==> src/rtl/perip_bridge_pkg.sv <==
// perip_bridge_pkg: shared FSM state type, address-index field and default error data for the peripheral bridge
package perip_bridge_pkg;
  typedef enum logic [1:0] {IDLE, ACCESS, DONE} pb_state_e;
  localparam int PB_IDX_MSB = 31;
  localparam int PB_IDX_LSB = 28;
  localparam logic [31:0] PB_ERR_RDATA = 32'h0000_0000;
endpackage

==> src/rtl/perip_addr_decode.sv <==
// perip_addr_decode: maps addr[31:28] to a one-hot slave select, flagging indices beyond NSLV as unmapped
module perip_addr_decode
  import perip_bridge_pkg::*;
#(
  parameter int NSLV = 4
) (
  input  logic [31:0]     addr_i,
  output logic [NSLV-1:0] sel_o,
  output logic            unmapped_o
);
  localparam logic [4:0] NSLV_W = 5'(NSLV);
  logic [3:0] idx;
  assign idx        = addr_i[PB_IDX_MSB:PB_IDX_LSB];
  assign unmapped_o = {1'b0, idx} >= NSLV_W;
  assign sel_o      = unmapped_o ? '0 : NSLV'(1) << idx;
endmodule

==> src/rtl/perip_bridge.sv <==
// perip_bridge: stalls the core while one load/store is carried to a decoded peripheral slave over valid/ready.
// Optional PERIP_BRIDGE_TIMEOUT_EN aborts an access after TIMEOUT_CYCLES cycles without ready.
module perip_bridge
  import perip_bridge_pkg::*;
#(
  parameter int          NSLV           = 4,
  parameter int          TIMEOUT_CYCLES = 255,
  parameter logic [31:0] ERR_RDATA      = PB_ERR_RDATA
) (
  input  logic                 clk,
  input  logic                 rst_n,
  input  logic                 perip_req_i,
  input  logic                 perip_wr_en_i,
  input  logic [31:0]          perip_addr_i,
  input  logic [31:0]          perip_wdata_i,
  output logic [31:0]          perip_rdata_o,
  output logic                 rib_hold_flag_o,
  output logic [NSLV-1:0]      s_sel_o,
  output logic                 s_valid_o,
  output logic                 s_we_o,
  output logic [31:0]          s_addr_o,
  output logic [31:0]          s_wdata_o,
  input  logic [NSLV-1:0]      s_ready_i,
  input  logic [NSLV*32-1:0]   s_rdata_i,
  output logic                 err_o
);
  pb_state_e       state_q, state_d;
  logic [31:0]     addr_q, addr_d, wdata_q, wdata_d, rdata_q, rdata_d, sel_rdata;
  logic            we_q, we_d, valid_q, valid_d, err_q, err_d, sel_rdy, unmapped, expired;
  logic [NSLV-1:0] sel_q, sel_d, dec_sel;

  perip_addr_decode #(.NSLV(NSLV)) u_dec (
    .addr_i     (perip_addr_i),
    .sel_o      (dec_sel),
    .unmapped_o (unmapped)
  );

  assign sel_rdy = |(s_ready_i & sel_q);

  always_comb begin
    sel_rdata = '0;
    for (int k = 0; k < NSLV; k++) sel_rdata = sel_rdata | (sel_q[k] ? s_rdata_i[32*k +: 32] : 32'h0);
  end

`ifdef PERIP_BRIDGE_TIMEOUT_EN
  localparam int CW = $clog2(TIMEOUT_CYCLES + 1);
  logic [CW-1:0] cnt_q, cnt_d;
  assign expired = cnt_q == CW'(TIMEOUT_CYCLES - 1);
  // Cleared on every IDLE cycle so each access starts counting from zero.
  assign cnt_d = state_q == IDLE ? '0 : (state_q == ACCESS && !sel_rdy) ? cnt_q + 1'b1 : cnt_q;
  always_ff @(posedge clk or negedge rst_n) begin
    if (!rst_n) cnt_q <= '0;
    else        cnt_q <= cnt_d;
  end
`else
  assign expired = 1'b0;
`endif

  always_comb begin
    state_d = state_q;
    addr_d  = addr_q;
    wdata_d = wdata_q;
    we_d    = we_q;
    sel_d   = sel_q;
    valid_d = valid_q;
    rdata_d = rdata_q;
    err_d   = 1'b0;
    case (state_q)
      IDLE: if (perip_req_i) begin
        if (unmapped) begin
          rdata_d = ERR_RDATA;
          err_d   = 1'b1;
          state_d = DONE;
        end else begin
          addr_d  = perip_addr_i;
          wdata_d = perip_wdata_i;
          we_d    = perip_wr_en_i;
          sel_d   = dec_sel;
          valid_d = 1'b1;
          state_d = ACCESS;
        end
      end
      // Ready in the expiry cycle takes priority over the timeout abort.
      ACCESS: if (sel_rdy || expired) begin
        rdata_d = we_q ? rdata_q : sel_rdy ? sel_rdata : ERR_RDATA;
        err_d   = !sel_rdy;
        valid_d = 1'b0;
        sel_d   = '0;
        state_d = DONE;
      end
      default: state_d = IDLE;
    endcase
  end

  always_ff @(posedge clk or negedge rst_n) begin
    if (!rst_n) begin
      state_q <= IDLE;
      addr_q  <= '0;
      wdata_q <= '0;
      we_q    <= 1'b0;
      sel_q   <= '0;
      valid_q <= 1'b0;
      rdata_q <= '0;
      err_q   <= 1'b0;
    end else begin
      state_q <= state_d;
      addr_q  <= addr_d;
      wdata_q <= wdata_d;
      we_q    <= we_d;
      sel_q   <= sel_d;
      valid_q <= valid_d;
      rdata_q <= rdata_d;
      err_q   <= err_d;
    end
  end

  assign rib_hold_flag_o = state_q == IDLE ? perip_req_i : state_q == ACCESS;
  assign perip_rdata_o   = rdata_q;
  assign s_sel_o         = sel_q;
  assign s_valid_o       = valid_q;
  assign s_we_o          = we_q;
  assign s_addr_o        = addr_q;
  assign s_wdata_o       = wdata_q;
  assign err_o           = err_q;
endmodule

==> config.mk <==
export PLATFORM = sky130hd
export DESIGN_NAME = perip_bridge
export DESIGN_NICKNAME = d
export VERILOG_FILES = /design/src/rtl/perip_bridge_pkg.sv /design/src/rtl/perip_addr_decode.sv /design/src/rtl/perip_bridge.sv
export SDC_FILE = /design/constraint.sdc
export NUM_CORES = 1
export LEC_CHECK = 0
export CAP_MARGIN = 30
export CORE_UTILIZATION = 38
export CTS_CLUSTER_DIAMETER = 30
export DETAILED_ROUTE_END_ITERATION = 16
export HOLD_SLACK_MARGIN = 0.1
export PLACE_DENSITY = 0.82
export SYNTH_ARGS = -nofsm -noshare
export SYNTH_HDL_FRONTEND = slang
export SYNTH_SLANG_ARGS = --single-unit
==> constraint.sdc <==
create_clock -name clk -period 2 [get_ports clk]
set_input_delay 0.4 -clock clk [delete_from_list [all_inputs] [get_ports clk]]
set_output_delay 0.4 -clock clk [all_outputs]
set_load 0.02 [all_outputs]
# Word-level counts from Yosys, hierarchy flattened
# Index checks and enable logic that the tools add are counted.
[totals]
wordCells = 55
out_inout_bits = 104
inputBits = 200
reg_bits = 105
[classes]
n_bitwise = 5
n_eq_ne = 6
reduce_logical = 8
n_shift = 1
magnitude_cmp = 1
muxes = 26
[op_table]
columns = ["op", "n"]
rows = [
  ["two-way mux 32 bit", 8],
  ["OR 32 bit", 3],
  ["case mux 32 bit (2 select lines)", 1],
  ["two-way mux 4 bit", 3],
  ["!= test 2 bit, second input constant", 4],
  ["case mux 4 bit (2 select lines)", 1],
  ["two-way mux 1 bit", 7],
  ["two-way mux 2 bit", 3],
  ["AND reduction 5 bit", 1],
  ["bitwise AND 4 bit", 1],
  [">= comparator 4 x 3 -> 1 bit, second input constant", 1],
  ["case mux 1 bit (2 select lines)", 2],
  ["case mux 2 bit (2 select lines)", 1],
  ["AND reduction 4 bit", 1],
  ["OR reduction 4 bit", 1],
  ["<< shifter 1 x 4 -> 4 bit, first input constant", 1],
  ["AND reduction 3 bit", 1],
  ["== test 2 x 1 -> 1 bit, second input constant", 1],
  ["zero test 2 bit", 1],
  ["!= test 2 x 1 -> 1 bit, second input constant", 1],
  ["AND reduction 2 bit", 1],
  ["nonzero test 2 bit", 1],
  ["zero test 1 bit", 1],
  ["inverter 1 bit", 1],
]

# Logic depth before layout (Yosys ltp)
# Gate-level depths: netlist of run 1.
[logic_depth]
word_depth = 7
mapped_depth = 6
depth_no_buf = 3

# Cells and area by module
# From an unflattened synthesis of run 1, not the netlist that was laid out.
[hier_totals]
hier_cells = 372
area_unflattened_um2 = 4901.0
[modules_own_cells]
columns = ["mod", "area_per_inst_um2", "n_inst", "seq_area_each_um2", "cells_each"]
rows = [
  ["perip_bridge", 4858.4, 1, 2627.5, 367],
  ["perip_addr_decode", 42.5, 1, 0.0, 5],
]

# Worst setup path after synthesis of run 1
# OpenSTA, ideal clock, no wires.
[synth_path]
path_kind = "flip-flop to flip-flop"
start = "reg state_q[0]"
end = "reg addr_q[0] (netlist: s_addr_o[0])"
setup_ns = 0.125
stages_incl_launch_ff = 6
required_ns = 1.875
path_buffers = 2
slack_ns = 0.278
t_arrival_ns = 1.597
synth_period_minus_slack_ns = 1.722
cell_sequence = "dfrtp_1 -> or3b_4 -> or2_1 -> buf_6 -> buf_12 -> mux2_4"
[synth_via]
elab_chain_len = 2
[synth_lines]
columns = ["element", "line_no", "source"]
rows = [
  ["start: declaration", "perip_bridge.sv:27", "pb_state_e state_q, state_d;"],
  ["start signal: assignment", "perip_bridge.sv:106", "state_q <= state_d;"],
  ["zero test 2 bit", "perip_bridge.sv:68", "case (state_q)"],
  ["AND reduction 3 bit (no source line)", "--", ""],
  ["end signal: assignment", "perip_bridge.sv:107", "addr_q <= addr_d;"],
  ["end: declaration", "perip_bridge.sv:28", "logic [31:0] addr_q, addr_d, wdata_q, wdata_d, rdata_q, rdata_d, sel_rdata;"],
]
# Every way passes these cells.
# A chain may end at the register's enable or synchronous reset.

# Worst setup path in the final report of run 1
[layout_path]
start = "in perip_req_i"
end = "reg wdata_q[30] (netlist: s_wdata_o[30])"
[layout_via]
elab_chain_len = 1
[layout_lines]
columns = ["element", "line_no", "source"]
rows = [
  ["start: declaration", "perip_bridge.sv:12", "input logic perip_req_i,"],
  ["AND reduction 3 bit (no source line)", "--", ""],
  ["end signal: assignment", "perip_bridge.sv:108", "wdata_q <= wdata_d;"],
  ["end: declaration", "perip_bridge.sv:28", ""],
]
# Every way passes these cells.

==> results.toml, run 1 <==
[outcome]
status = "finished clean"

[sta]
fin_worst_skew_ns = 0.00499
min_period_over_period_pct = 94.3
slew_violations = 0
rsz0062_at_grt = "false"
setup_violations = 0
min_period_ns = 1.89
timing.fmax_mhz = 530
max_slew_margin_pct = 73.1
hold_viol = 0
worst_pin_slew_ns = 0.403

[layout]
layout_commonest_cell = "clkdlybuf4s50_1"
layout-drive-gt1-share_pct = 15.0
regArea_um2 = 2630
final_area_um2 = 8590
post-route-util_pct = 67.3
antenna_cells = 0
multiInputGateArea_um2 = 2160
final_cell_mix = "clkdlybuf4s50_1 (301), dfrtp_1 (105), mux2_4 (60)"
area_growth_pct = 70.6
finalNonFillerCells = 840
fin_nets = 863
nFillCells = 897

[critical_path]
slowest_delay_ns = 0.50
worstPathRequired_ns = 2.22
crit_arrival_ns = 2.11
crit_type = "in -> reg"
rr_worst_depth = 4
end_kind = "flip-flop"
r2r_slack_ns = 0.23
cp_max_fo = 9
timing.critical_path.buf_inv = 2
path_cells = "clkdlybuf4s50_1 > or3b_4 > or2_4 > buf_4 > mux2_4"
r2r_start = "state_q[0]"
r2r-end = "s_wdata_o[30]"
critPathLaunchType = "input port"
crit_family = "buffers and inverters"
cp_slowest_cell = "clkdlybuf4s50_1"

[job]
max-cap-violations = 0

[detailed_routing]
drt_iter0_drc = 196
drt-met1-wl_mm = 5.98
dr.max_layer_used = "met4"
wl_met2_mm = 8.50
wirelength_mm = 16.1
viasPerCell = 5.24
first_pass_iters = 4
wl_per_cell_um = 19.1
ant_nets = 0
met3WireLength_mm = 1.20
drc_errors = 0
vias = 4401

[synth]
synthCells = 364
synth_area_leaders = "dfrtp_1 (52%), mux2_4 (18%), mux2i_1 (6.4%), a221oi_1 (5.6%), a22o_1 (5.6%)"
ys_ff_latch = 105
yosys_warnings = 0
yosysSeqAreaShare_pct = 52.2
syn_area_per_cell_um2 = 13.8
synth_ff_type = "dfrtp_1"
syn-num-nets = 564
synthArstFlopShare_pct = 100
synth_top_area_cell = "dfrtp_1"
synth_edf_count = 0
synth.top_cell.area_share_pct = 52.2
synth_cell_types = 27
synth_area_um2 = 5040

[grt]
grt_pass1_vias = 4586
grt.total_usage_pct = 23.2
grt_max_degree = 43
grt_pass1_wl_mm = 23.7
grt.overflow.total = 0
antenna_found_initial = 0

[floorplan]
core_area_um2 = 12800
ios = 304
rows = 41
die_w_um = 117
dieHeight_um = 117
dieArea_um2 = 13700
start_util_pct = 39.4

[cts]
postCtsSetupBuffers = 0
clk_pin_slew_ns = 0.07
clk_path_buf_depth = 2
root_buffer = "clkbuf_16"
clock-sinks = 105
clk_latency_ns = 0.34
cts_made_buffers = 9
htreeDepth = 3
cts_tree = "done"

[pwr]
p_leak_nw = 3.91
finalPower_mw = 11.2
power.density_nw_per_um2 = 1300
ir_drop_mv = 0.500

[place]
dp_cells = 823
gp_congestion = 0.820
port_buffers = 303
place_hpwl_mm = 12.3
placedInstanceArea_um2 = 8260

[min_path]
holdCritPathClass = "in -> async"
[stage by stage]
stage | hold WS (ns) | worst slack, ns | setup TNS (ns)
after detailed placement | 0.325 | -0.236 | -13.76
after floorplan | 0.104 | 0.278 | 0
after global routing | 0.529 | 0.0816 | 0
after global placement | 0.317 | -0.201 | -11.82
after CTS | 0.496 | 0.118 | 0
final | 0.508 | 0.113 | 0
[repair_timing]
item | in CTS | in global routing
gates resized for setup | 1 | 0
hold buffers | 1 | 0
endpoints found under the hold margin | 23 | 0
setup endpoints to repair | 1 | 0
[worst max path at each step]
stage           startpoint            end  slack, ns  cells after the start
6_report       perip_req_i  s_wdata_o[30]       0.11                      5
5_1_grt         s_sel_o[2]     s_sel_o[2]       0.08                      1
4_1_cts         s_sel_o[2]     s_sel_o[2]       0.12                      1
3_5_place_dp   perip_req_i  s_wdata_o[30]      -0.24                      5
3_3_place_gp   perip_req_i   s_addr_o[17]      -0.20                      5
2_1_floorplan   state_q[0]    s_addr_o[0]       0.28                      5
[power by group]
group	total, mW	switching [mW]	internal (mW)
Sequential	3.49	0.539	2.95
Combinational	5.78	2.60	3.18
Clock	1.88	0.772	1.11
Total	11.2	3.91	7.24
[cells in the mapped netlist, types with 2 or more instances]
| cell type | count |
|---|---|
| buf_2 | 5 |
| inv_1 | 3 |
| buf_12 | 6 |
| nor2_1 | 4 |
| a22oi_1 | 2 |
| clkbuf_1 | 23 |
| mux2i_1 | 32 |
| a221oi_1 | 32 |
| mux2_4 | 60 |
| and2_1 | 2 |
| dfrtp_1 | 105 |
| o21ai_0 | 41 |
| o32ai_1 | 4 |
| a22o_1 | 32 |
[sequential cells by signal (all words and copies together) (netlist names)]
register,cells
err_o,1
s_valid_o,1
s_we_o,1
state_q,2
perip_rdata_o,32
s_wdata_o,32
s_sel_o,4
s_addr_o,32
[logic make-up after synthesis]
group | share of synthesized area (%)
simple gates | 1.39
buf+inv | 5.04
compound gates | 16.9
flops | 52.2
mux | 24.5
[cell type report]
| type | instances | area share (%) |
|---|---|---|
| Timing Repair Buffer | 323 | 37.9 |
| Tap cell | 172 | 2.51 |
| Clock inverter | 5 | 1.00 |
| Clock buffer | 11 | 2.71 |
| Inverter | 3 | 0.131 |
| Sequential cell | 105 | 30.6 |
| Multi-Input combinational cell | 221 | 25.2 |
[per-layer routing]
metal	GRT usage [%]	up-vias
met5	0	-
met4	9.62	0
met2	44.2	208
li1	-	1995
met1	24.1	2172
met3	5.77	26
Power figures use the tool's default switching activity.
==> run 2, diff against run 1 <==
HOLD_SLACK_MARGIN = 0.15   (was 0.1)
==> results of run 2 <==
Final layout, timing and power as in run 1 (identical DEF).
==> run 3, diff against run 2 <==
CORE_AREA = 2 2 118 120   (was default)
CORE_UTILIZATION = default   (was 38)
DIE_AREA = 0 0 120 122   (was default)
PLACE_DENSITY = 0.81   (was 0.82)
clock period = 2.42 ns   (was 2 ns; I/O delays follow)
==> results.toml, run 3 (synthesized netlist as in run 1, its figures left out) <==
[outcome]
status = "finished clean"

[grt]
grt.total_usage_pct = 22.0
grt_max_degree = 49
grt.overflow.total = 0
grt_pass1_vias = 4710
antenna_found_initial = 0
grt_pass1_wl_mm = 24.9

[critical_path]
r2r-end = "s_addr_o[11]"
r2r_slack_ns = 0.61
r2r_start = "state_q[0]"
critPathLaunchType = "input port"
end_kind = "output pin"
worstPathRequired_ns = 1.94
crit_arrival_ns = 1.80
cp_max_fo = 3
crit_type = "in -> out"
rr_worst_depth = 4

[cts]
clk_pin_slew_ns = 0.07
clock-sinks = 105
cts_tree = "done"
clk_path_buf_depth = 2
htreeDepth = 3
root_buffer = "clkbuf_16"
cts_made_buffers = 9
clk_latency_ns = 0.34

[layout]
post-route-util_pct = 63.2
area_growth_pct = 69.4
layout-drive-gt1-share_pct = 14.6
final_cell_mix = "clkdlybuf4s50_1 (302), dfrtp_1 (105), mux2_4 (60)"
antenna_cells = 0
nFillCells = 1010
layout_commonest_cell = "clkdlybuf4s50_1"
fin_nets = 858

[sta]
worst_pin_slew_ns = 0.468
hold_viol = 0
finalSetupTns_ns = 0
rsz0062_at_grt = "false"
slew_violations = 0
timing.fmax_mhz = 438
max_slew_margin_pct = 68.8
setup_violations = 0
min_period_ns = 2.28
min_period_over_period_pct = 94.3
fin_worst_skew_ns = 0.00835

[pwr]
p_leak_nw = 3.87
ir_drop_mv = 0.475
power.density_nw_per_um2 = 1070
finalPower_mw = 9.14

[min_path]
whs_path_depth = 1
min_from = "s_addr_o[30]"
hold_end = "s_addr_o[30]"
holdCritPathClass = "reg -> reg"

[floorplan]
die_w_um = 120
start_util_pct = 37.3
ios = 304
core_area_um2 = 13500
dieHeight_um = 122
dieArea_um2 = 14600
rows = 43

[detailed_routing]
wl_met2_mm = 8.31
wl_per_cell_um = 19.0
drc_errors = 0
drt-met1-wl_mm = 6.08
ant_nets = 0
vias = 4422
met3WireLength_mm = 1.31
viasPerCell = 5.25
first_pass_iters = 4
drt_iter0_drc = 165
dr.max_layer_used = "met4"
wirelength_mm = 16.0

[place]
gp_congestion = 0.780
port_buffers = 303
place_hpwl_mm = 12.2

[job]
max-cap-violations = 0
[run 3: cell count changes in the layout (fill, tap and decap cells not counted), sizes merged]
| cell | before | now |
|---|---|---|
| dlygate4sd2 | 1 | 0 |
| clkinv | 1 | 0 |
| clkinvlp | 0 | 3 |
| clkdlybuf4s50 | 301 | 302 |
| buf | 20 | 15 |
| clkbuf | 11 | 10 |
| bufinv | 2 | 1 |
[run 3: final cells by class]
class	instances	area (µm²)	area share, %
clock buffers	10	239	2.80
clock inverters	6	72.6	0.851
inverters	3	11.3	0.132
multi-input cells	221	2160	25.3
flip-flops and latches	105	2630	30.8
well taps	180	225	2.64
repair buffers	318	3200	37.5
[run 3: repair_timing]
| item | 4_1_cts | 5_1_grt |
|---|---|---|
| gates resized for setup | 0 | 0 |
| buffers inserted | 0 | 0 |
| hold buffers | 1 | 0 |
| hold endpoints to repair | 31 | 0 |
[run 3: worst max-delay path, stage by stage]
cell,delay [ns]
clkdlybuf4s50_1,0.50
nor2_1,0.05
nor2_1,0.10
clkdlybuf4s50_1,0.66
[run 3: per-stage QoR]
step	worst slack (ns)	hold WS, ns	cell area (µm²)	cells
final	0.138	0.491	8530	843
after global routing	0.0688	0.509	8530	843
after CTS	0.126	0.496	8530	843
after detailed placement	0.0832	0.460	8210	826
after global placement	0.127	0.451	8210	826
after floorplan	0.635	0.188	5040	364
[run 3: worst max path at each step]
stage	startpoint	endpoint	slack, ns
2_1_floorplan	perip_req_i	s_addr_o[0]	0.64
3_3_place_gp	perip_req_i	s_wdata_o[13]	0.13
3_5_place_dp	perip_req_i	s_wdata_o[14]	0.08
4_1_cts	perip_req_i	rib_hold_flag_o	0.13
5_1_grt	perip_req_i	rib_hold_flag_o	0.07
6_report	perip_req_i	rib_hold_flag_o	0.14
[run 3: power breakdown]
group / internal [mW] / switching [mW] / total [mW] / leakage, nW
clock: 0.842 / 0.671 / 1.51 / 0.143
sequential: 2.44 / 0.442 / 2.88 / 1.33
combinational: 2.63 / 2.11 / 4.75 / 2.40
total: 5.92 / 3.23 / 9.14 / 3.87
[run 3: metal layers]
metal,vias to the layer above,global-route usage [%]
li1,1978,-
met1,2198,26.0
met2,224,38.7
met3,22,5.43
met4,0,8.60
met5,-,0
